**src/rtl/cal_engine_ctrl.sv**
```systemverilog
// cal_engine_ctrl
// Runs one add, subtract or shift-add multiply for each accepted start from the
// cal_start register. Results and status go back to the status register block.
//
// Ports
//   clk, rst_n           clock; asynchronous active-low reset
//   start_en, start_wr   start field level and its write strobe (start = both high)
//   op_a, op_b           unsigned operands, sampled only at start
//   op_code              0 add, 1 sub, 2 mul, 3 invalid; sampled only at start
//   done_clr             one-cycle clear of the sticky done / err / ovr flags
//   busy                 operation in progress (state != IDLE)
//   done, done_pulse     sticky completion flag and one-cycle completion strobe
//   err                  sticky flag: invalid opcode launched
//   ovr                  sticky flag: start seen while busy
//   result               result of the last completed operation, 2*DATA_WIDTH bits
//   cal_cnt              completed-operation count (invalid ops included), wraps
//
// State | meaning
// IDLE  | waiting for start; operands and opcode latched on start
// CALC  | add/sub for one cycle, or DATA_WIDTH shift-add multiply steps
// FIN   | result valid, done_pulse high; returns to IDLE next cycle

module cal_engine_ctrl #(
  parameter int DATA_WIDTH = 32,
  parameter int CNT_WIDTH  = 16
) (
  input  logic                    clk,
  input  logic                    rst_n,
  input  logic                    start_en,
  input  logic                    start_wr,
  input  logic [DATA_WIDTH-1:0]   op_a,
  input  logic [DATA_WIDTH-1:0]   op_b,
  input  logic [1:0]              op_code,
  input  logic                    done_clr,
  output logic                    busy,
  output logic                    done,
  output logic                    done_pulse,
  output logic                    err,
  output logic                    ovr,
  output logic [2*DATA_WIDTH-1:0] result,
  output logic [CNT_WIDTH-1:0]    cal_cnt
);

  localparam int BW = (DATA_WIDTH > 1) ? $clog2(DATA_WIDTH) : 1;
  localparam logic [BW-1:0] BIT_LAST = BW'(DATA_WIDTH - 1);

  localparam logic [1:0] OP_SUB = 2'd1;
  localparam logic [1:0] OP_MUL = 2'd2;
  localparam logic [1:0] OP_INV = 2'd3;

  typedef enum logic [1:0] {
    S_IDLE = 2'd0,
    S_CALC = 2'd1,
    S_FIN  = 2'd2
  } state_e;

  state_e                  state_q;
  logic [DATA_WIDTH-1:0]   a_q;
  logic [DATA_WIDTH-1:0]   b_q;
  logic [1:0]              op_q;
  logic [2*DATA_WIDTH-1:0] acc_q;
  logic [BW-1:0]           bit_cnt_q;
  logic                    done_q;
  logic                    done_pulse_q;
  logic                    err_q;
  logic                    ovr_q;
  logic [2*DATA_WIDTH-1:0] result_q;
  logic [CNT_WIDTH-1:0]    cnt_q;

  logic                    start;
  logic [DATA_WIDTH-1:0]   mul_addend_d;
  logic [DATA_WIDTH:0]     mul_sum_d;
  logic [2*DATA_WIDTH-1:0] mul_acc_d;
  logic [DATA_WIDTH:0]     addsub_d;
  logic [2*DATA_WIDTH-1:0] addsub_res_d;

  assign start = start_wr & start_en;

  // The multiplier sits in the low half of acc_q and is shifted out as the
  // partial product grows into the upper half. The subtract is done one bit
  // wider than the operands so the top bit is the borrow.
  always_comb begin
    mul_addend_d = acc_q[0] ? a_q : '0;
    mul_sum_d    = {1'b0, acc_q[2*DATA_WIDTH-1:DATA_WIDTH]} + {1'b0, mul_addend_d};
    mul_acc_d    = {mul_sum_d, acc_q[DATA_WIDTH-1:1]};
    if (op_q == OP_SUB) begin
      addsub_d = {1'b0, a_q} - {1'b0, b_q};
    end else begin
      addsub_d = {1'b0, a_q} + {1'b0, b_q};
    end
    addsub_res_d = {{(DATA_WIDTH-1){1'b0}}, addsub_d};
  end

  // Clears are written before sets so that a same-cycle set takes priority.
  always_ff @(posedge clk or negedge rst_n) begin
    if (!rst_n) begin
      state_q      <= S_IDLE;
      a_q          <= '0;
      b_q          <= '0;
      op_q         <= '0;
      acc_q        <= '0;
      bit_cnt_q    <= '0;
      done_q       <= 1'b0;
      done_pulse_q <= 1'b0;
      err_q        <= 1'b0;
      ovr_q        <= 1'b0;
      result_q     <= '0;
      cnt_q        <= '0;
    end else begin
      done_pulse_q <= 1'b0;
      if (done_clr) begin
        done_q <= 1'b0;
        err_q  <= 1'b0;
        ovr_q  <= 1'b0;
      end
      if (start && (state_q != S_IDLE)) begin
        ovr_q <= 1'b1;
      end
      case (state_q)
        S_IDLE: begin
          if (start) begin
            a_q       <= op_a;
            b_q       <= op_b;
            op_q      <= op_code;
            acc_q     <= {{DATA_WIDTH{1'b0}}, op_b};
            bit_cnt_q <= '0;
            done_q    <= 1'b0;
            err_q     <= 1'b0;
            if (op_code == OP_INV) begin
              // Invalid opcode skips CALC and completes immediately with result 0.
              state_q      <= S_FIN;
              err_q        <= 1'b1;
              done_q       <= 1'b1;
              done_pulse_q <= 1'b1;
              result_q     <= '0;
              cnt_q        <= cnt_q + CNT_WIDTH'(1);
            end else begin
              state_q <= S_CALC;
            end
          end
        end
        S_CALC: begin
          if (op_q == OP_MUL) begin
            acc_q     <= mul_acc_d;
            bit_cnt_q <= bit_cnt_q + BW'(1);
            if (bit_cnt_q == BIT_LAST) begin
              state_q      <= S_FIN;
              result_q     <= mul_acc_d;
              done_q       <= 1'b1;
              done_pulse_q <= 1'b1;
              cnt_q        <= cnt_q + CNT_WIDTH'(1);
            end
          end else begin
            state_q      <= S_FIN;
            result_q     <= addsub_res_d;
            done_q       <= 1'b1;
            done_pulse_q <= 1'b1;
            cnt_q        <= cnt_q + CNT_WIDTH'(1);
          end
        end
        S_FIN: begin
          state_q <= S_IDLE;
        end
        default: begin
          state_q <= S_IDLE;
        end
      endcase
    end
  end

  assign busy       = (state_q != S_IDLE);
  assign done       = done_q;
  assign done_pulse = done_pulse_q;
  assign err        = err_q;
  assign ovr        = ovr_q;
  assign result     = result_q;
  assign cal_cnt    = cnt_q;

endmodule

```
**config.mk**
```make
export PLATFORM = sky130hd
export DESIGN_NAME = cal_engine_ctrl
export DESIGN_NICKNAME = d
export VERILOG_FILES = /design/src/rtl/cal_engine_ctrl.sv
export SDC_FILE = /design/constraint.sdc
export NUM_CORES = 1
export LEC_CHECK = 0
export ABC_AREA = 1
export CAP_MARGIN = 5
export CORE_MARGIN = 3
export CORE_UTILIZATION = 45
export DETAILED_ROUTE_END_ITERATION = 8
export PLACE_DENSITY = 0.66
export SLEW_MARGIN = 20
export SYNTH_ARGS = -nofsm -noshare
export SYNTH_HDL_FRONTEND = slang
export SYNTH_SLANG_ARGS = --single-unit
```
**constraint.sdc**
```tcl
create_clock -name clk -period 5.1 [get_ports clk]
set_clock_uncertainty 0.05 [all_clocks]
set_input_delay 1.02 -clock clk [delete_from_list [all_inputs] [get_ports clk]]
set_output_delay 1.02 -clock clk [all_outputs]
set_load 0.02 [all_outputs]
```
==> summary.md, run 1 <==
| Metric | Value |
|---|---|
| Status | `completed` |
| # IOs | `156` |
| LEAKAGE | `9.55 nW` |
| WP data required | `5.47 ns` |
| Layout cell share with drive strength beyond 1 | `3.24%` |
| Total number of vias | `13900` |
| Synth Flop Type | `dfrtp_1` |
| Finished Layout Cells | `2748` |
| Die ar. | `0.0347 mm^2` |
| Slew Viols, Final | `0` |
| Pwr Density | `530 mW/mm^2` |
| Post-Synthesis Cells | `2161` |
| Mapped Area | `0.0146 mm^2` |
| FF-to-FF setup slack | `1.59 ns` |
| Yosys top cell by area | `dfrtp_1` |
| Critical Path Start Type | `register` |
| EDFF count, synth | `0` |
| Placed insts | `2706` |
| H-Tree Depth | `1` |
| DRT Pass-1 Iters | `7` |
| Max Cap Viol | `0` |
| Hold WS | `0.428 ns` |
| Worst hold path class | `register to register` |
| Synthesis Warnings | `0` |
| Clock insertion delay at the later pin of the skew report | `0.53 ns` |
| Postcts setup bufs | `0` |
| Core area | `0.0318 mm^2` |
| Die W | `186 um` |
| CTS Buf Count | `25` |
| Cts hold-fix bufs | `0` |
| Clock Path Buffers | `3` |
| First-pass GRT wire length | `73000 um` |
| Root Driver | `clkbuf_16` |
| Drt initial violations | `889` |
| Synth async-reset ratio | `100%` |
| RSZ-0062 raised after global routing | `no` |
| Critical Path Sink Type | `register` |
| Number of remaining DRC errors | `0` |
| Antenna Violating Nets Remaining | `0` |
| Synth top cells by count | `847 x nand2_1, 321 x inv_1, 221 x dfrtp_1, 135 x nor2_1, 121 x nand3_1` |
| Area Overhead vs Synth | `18.8%` |
| DP HPWL | `35300 um` |
| CTS tree | `yes` |
| Tightest Pin Transition | `1.02 ns` |
| Most frequent cell after synthesis | `nand2_1` |
| Pre-CTS setup slack | `1.48 ns` |
| Final period util | `68.8%` |
| Initial Util | `46.0%` |
| Most common cell on crit path | `nand2_1` |
| Crit Path Class | `register to register` |
| Synthesized area per cell | `6.77 um^2` |
| Final net count | `2439` |
| Design Power | `9.21 mW` |
| Post-layout worst setup margin | `1.59 ns` |
| # diodes | `0` |
| Tot GR Track Use | `26.0%` |
| Final setup vio count | `0` |
| Number of port buffers | `155` |
| Clk sinks | `221` |
| Finished Cell Area | `0.0174 mm^2` |
| Achievable frequency | `0.285 GHz` |
| Post-CTS Resized | `0` |
| Fin util | `54.6%` |
| Slowest cell delay on critical path | `0.53 ns` |
| Placer Congestion | `0.944` |
| Final TNS setup | `0 ns` |
| Slew Limit Headroom | `31.7%` |
| Yosys reg bits | `221` |
| Filler instances | `3164` |
| Final Hold Violating Endpoints | `0` |
| Pin count of the biggest net entering global routing | `110` |
| Seq/Total Area, Yosys | `37.8%` |
| Post-synth cell types | `43` |
| Clock-pin slew on the worst setup and hold paths | `0.06 ns` |
| Synth area leaders | `dfrtp_1 38%, nand2_1 22%, inv_1 8.2%` |
| Worst VDD drop | `0.000268 V` |
| Vias in the first global route | `13800` |
| Final min period | `3.51 ns` |
| Crit-path cells | `inv_1, nor2_1, buf_4, inv_1, o21ai_0, o21ai_0, xor2_1, ha_1, nand2_1, nor2_1, and2_1, nand2_1, nand2_1, nand2_1, nand3_1, nand3_1, nand2_1, nand2_1` |
| CP max FO | `24` |
| Arrival time worst endpoint | `3.88 ns` |
| Post-synth top area share | `37.8%` |
| Final WL | `45700 um` |
| WL/cell | `16.6 um` |
| Initial antenna violation count | `0` |
| Rows | `65` |
| Mapped Nets | `2302` |
| Die Y-Extent | `186 um` |
| Area after DPL | `0.0166 mm^2` |
| Via/cell ratio | `5.06` |
| Slowest-stage cell, CP | `inv_1` |
| GR Overflow Total | `0` |
-- logic make-up (layout without fill, tap and decap cells) --
family | Yosys count | after routing | share of synthesized area (%)
compound gates | 252 | 252 | 9.56
xor+xnor | 67 | 67 | 4.01
fa+ha+maj | 70 | 70 | 6.09
buf+inv | 385 | 537 | 10.2
flops | 221 | 221 | 37.8
simple gates | 1166 | 1166 | 32.3
-- flip-flops by register name (all words and copies together), names as in the netlist --
| name | flops |
|---|---|
| a_q | 32 |
| result | 64 |
| acc_q | 64 |
| err | 1 |
| b_q | 32 |
| ovr | 1 |
| cal_cnt | 16 |
| op_q | 2 |
| state_q | 2 |
| done | 1 |
| done_pulse | 1 |
| bit_cnt_q | 5 |
-- path summary, 6_finish.rpt --
kind,to,from,cells past startpoint
max,result[21],op_q[0],18
min,result[54],result[54],2
max reg2reg,result[21],op_q[0],18
min reg2reg,result[54],result[54],2
max in group asynchronous,a_q[8],rst_n,2
min in group asynchronous,result[36],rst_n,1
-- placed cells by master (no fill, tap or decap), drive strengths merged --
cell type,synthesis,layout
o22ai,1,1
o31ai,2,2
bufinv,0,3
a21o,1,1
nand2,853,853
nor4,1,1
a22o,1,1
fa,2,2
inv,327,327
o21bai,4,4
nor3,16,16
o211ai,21,21
a21oi,90,90
and2,4,4
nor3b,1,1
buf,27,14
clkdlybuf4s50,0,154
and3,1,1
nand3,122,122
nand4,16,16
o21ai,115,115
a31oi,3,3
nor2,141,141
xor2,55,55
dfrtp,221,221
clkbuf,31,35
clkinv,0,2
a211oi,1,1
or2,4,4
clkinvlp,0,2
nand3b,7,7
xnor2,12,12
ha,68,68
o221ai,13,13
-- worst max-delay path, delay by kind of cell (launching register included) --
family,cells,cell delay [ns]
xor+xnor,1,0.13
fa+ha+maj,1,0.36
buf+inv,3,0.79
compound gates,2,0.43
flops,1,0.36
simple gates,11,1.26
-- power breakdown --
group | internal [mW] | switching, mW
sequential | 2.23 | 0.388
combinational | 1.64 | 3.14
clock | 1.08 | 0.732
total | 4.95 | 4.26
-- metal layers --
layer	GRT usage (%)	up-vias	part of all wire (%)
met5	0	-	0
met3	2.76	65	5.2
met1	35.7	6449	46
li1	-	7023	-
met2	44.5	363	47
met4	6.34	0	2.3
-- layout make-up --
type                            count  area [um^2]  area share (%)
Sequential cell                   221         5530            31.8
Multi-Input combinational cell   1555         7600            43.8
Inverter                          327         1230            7.06
Timing Repair Buffer              168         1670            9.59
Clock buffer                       35          683            3.93
Clock inverter                      7          119           0.684
Tap cell                          435          544            3.13
(Power assumes the default switching activity.)
==> run 2, diff against run 1 <==
--- a/config.mk
+++ b/config.mk
@@ -10,7 +10,7 @@
 export CORE_MARGIN = 3
 export CORE_UTILIZATION = 45
 export DETAILED_ROUTE_END_ITERATION = 8
-export PLACE_DENSITY = 0.66
+export PLACE_DENSITY = 0.68
 export SLEW_MARGIN = 20
 export SYNTH_ARGS = -nofsm -noshare
 export SYNTH_HDL_FRONTEND = slang
==> constraint.sdc (replaced) <==
create_clock -name clk -period 2.9 [get_ports clk]
set_clock_uncertainty 0.05 [all_clocks]
set_input_delay 0.58 -clock clk [delete_from_list [all_inputs] [get_ports clk]]
set_output_delay 0.58 -clock clk [all_outputs]
set_load 0.02 [all_outputs]
==> run 2 against run 1 <==
Utilization is 7.5 points higher. Routed wire length is 6.8% higher. Flip-flop and latch count stayed put. Critical endpoint is now result[28]. Clock-buffer cell count stayed put. Worst hold slack worse by 0.0039 ns. Total power is 120% higher. Final cell count is 5.3% higher. The flow now finishes with violations (negative setup slack). First-iteration DRC count is 6.0% higher. Worst setup slack worse by 1.7 ns. Combinational power grew to 2.6 times the previous value. Clock power is 82% higher. Via count is 5.6% higher.
==> summary.md, run 2 (synthesis results as in run 1) <==
| Metric | Value |
|---|---|
| Failing checks | `negative setup slack` |
| Final WL | `48800 um` |
| Vias in the first global route | `14500` |
| Placed insts | `2824` |
| RSZ-0062 raised after global routing | `yes` |
| Final period util | `105%` |
| Final setup vio count | `22` |
| Multi-input combinational cell area | `0.00877 mm^2` |
| Finished Layout Cells | `2893` |
| Final Hold Violating Endpoints | `0` |
| WP data required | `3.29 ns` |
| Reg area | `0.00553 mm^2` |
| Antenna Violating Nets Remaining | `0` |
| Tot GR Track Use | `27.1%` |
| Tightest Pin Transition | `0.562 ns` |
| Clock insertion delay at the later pin of the skew report | `0.56 ns` |
| Final min period | `3.04 ns` |
| Core area | `0.0318 mm^2` |
| CTS tree | `yes` |
| LEAKAGE | `10.6 nW` |
| Hold WS | `0.424 ns` |
| Placer Congestion | `1.00` |
| Final TNS setup | `-1.34 ns` |
| # diodes | `0` |
| Finished Cell Area | `0.0198 mm^2` |
| Most common cell after layout, fill and taps aside | `nand2_1` |
| Pre-CTS setup slack | `-0.422 ns` |
| Pin count of the biggest net entering global routing | `95` |
| Worst VDD drop | `0.000627 V` |
| Clk sinks | `221` |
| H-Tree Depth | `1` |
| DRT Pass-1 Iters | `5` |
| Arrival time worst endpoint | `3.43 ns` |
| GR Overflow Total | `0` |
| Via/cell ratio | `5.07` |
| Die ar. | `0.0347 mm^2` |
| Crit Path Class | `register to register` |
| Design Power | `20.2 mW` |
| Rows | `65` |
| Final net count | `2583` |
| Die W | `186 um` |
| First-pass GRT wire length | `76000 um` |
| CP max FO | `4` |
| DP HPWL | `36600 um` |
| Number of port buffers | `155` |
| Status | `finished with violations` |
| Pwr Density | `1020 mW/mm^2` |
| Slew Viols, Final | `0` |
| # IOs | `156` |
| Layout cell share with drive strength beyond 1 | `18.2%` |
| CTS Buf Count | `26` |
| Critical R2R Launch | `b_q[0]` |
| Area after DPL | `0.0175 mm^2` |
| Fin util | `62.2%` |
| Clock-pin slew on the worst setup and hold paths | `0.06 ns` |
| WL/cell | `16.9 um` |
| Max Cap Viol | `0` |
| Post-layout worst setup margin | `-0.136 ns` |
| Clock Path Buffers | `3` |
| Worst hold path class | `register to register` |
| Critical Path Sink Type | `register` |
| Slew Limit Headroom | `62.5%` |
| Root Driver | `clkbuf_16` |
| Filler instances | `2875` |
| Number of remaining DRC errors | `0` |
| Most frequent cells in the layout | `752 x nand2_1, 302 x inv_1, 221 x dfrtp_1` |
| Critical Path Start Type | `register` |
| Total number of vias | `14700` |
| Die Y-Extent | `186 um` |
| Drt initial violations | `942` |
| Area Overhead vs Synth | `35.1%` |
| Achievable frequency | `0.329 GHz` |
| Min-delay src | `result[50]` |
| Initial Util | `46.0%` |
| Critical Path Start | `b_q[0]` |
| Initial antenna violation count | `0` |
==> run 2: area by class of cell <==
cell class	instances	share of cell area, %
Multi-Input combinational cell	1555	44.4
Timing Repair Buffer	311	14.4
Clock inverter	9	0.601
Clock buffer	35	3.67
Tap cell	435	2.75
Inverter	327	6.24
Sequential cell	221	28.0
==> run 2: report_power, final <==
part	internal (mW)	switching (mW)	leakage, nW
clock network	1.93	1.37	0.407
logic	5.07	7.26	7.30
registers	3.92	0.678	2.85
total	10.9	9.31	10.6
==> run 2: repair_timing <==
item / CTS / global route
hold buffers: 1 / 0
buffers inserted: 14 / 10
setup endpoints to repair: 25 / 26
endpoints found under the hold margin: 49 / 0
gates resized for setup: 126 / 186
pin swaps: 39 / 121
==> run 2: critical path: stages (launching register included) <==
cell	delay, ns
dfrtp_1	0.41
inv_2	0.11
ha_4	0.16
nand2_4	0.06
nor2_4	0.14
buf_6	0.13
inv_4	0.04
o21ai_4	0.16
buf_6	0.12
xor2_2	0.15
inv_2	0.07
ha_4	0.31
nand2_4	0.08
nor2_1	0.17
nand3_1	0.15
nand3_4	0.14
buf_4	0.11
nand2_1	0.06
nand3_1	0.08
nand3_1	0.08
nand2_1	0.08
nand2_1	0.05
==> run 2: final timing paths <==
check,end,slack (ns),cells after the start
hold reg to reg,result[50],0.42,2
hold / removal,result[50],0.42,2
max in group asynchronous,acc_q[19],1.61,3
setup / recovery,result[28],-0.14,21
min in group asynchronous,result[36],0.49,2
setup reg to reg,result[28],-0.14,21
==> run 2: layer usage <==
metal,track usage [%],wire (um)
met5,0,0
met4,11.3,2200
met3,3.38,2280
met2,44.4,22600
met1,36.4,21700
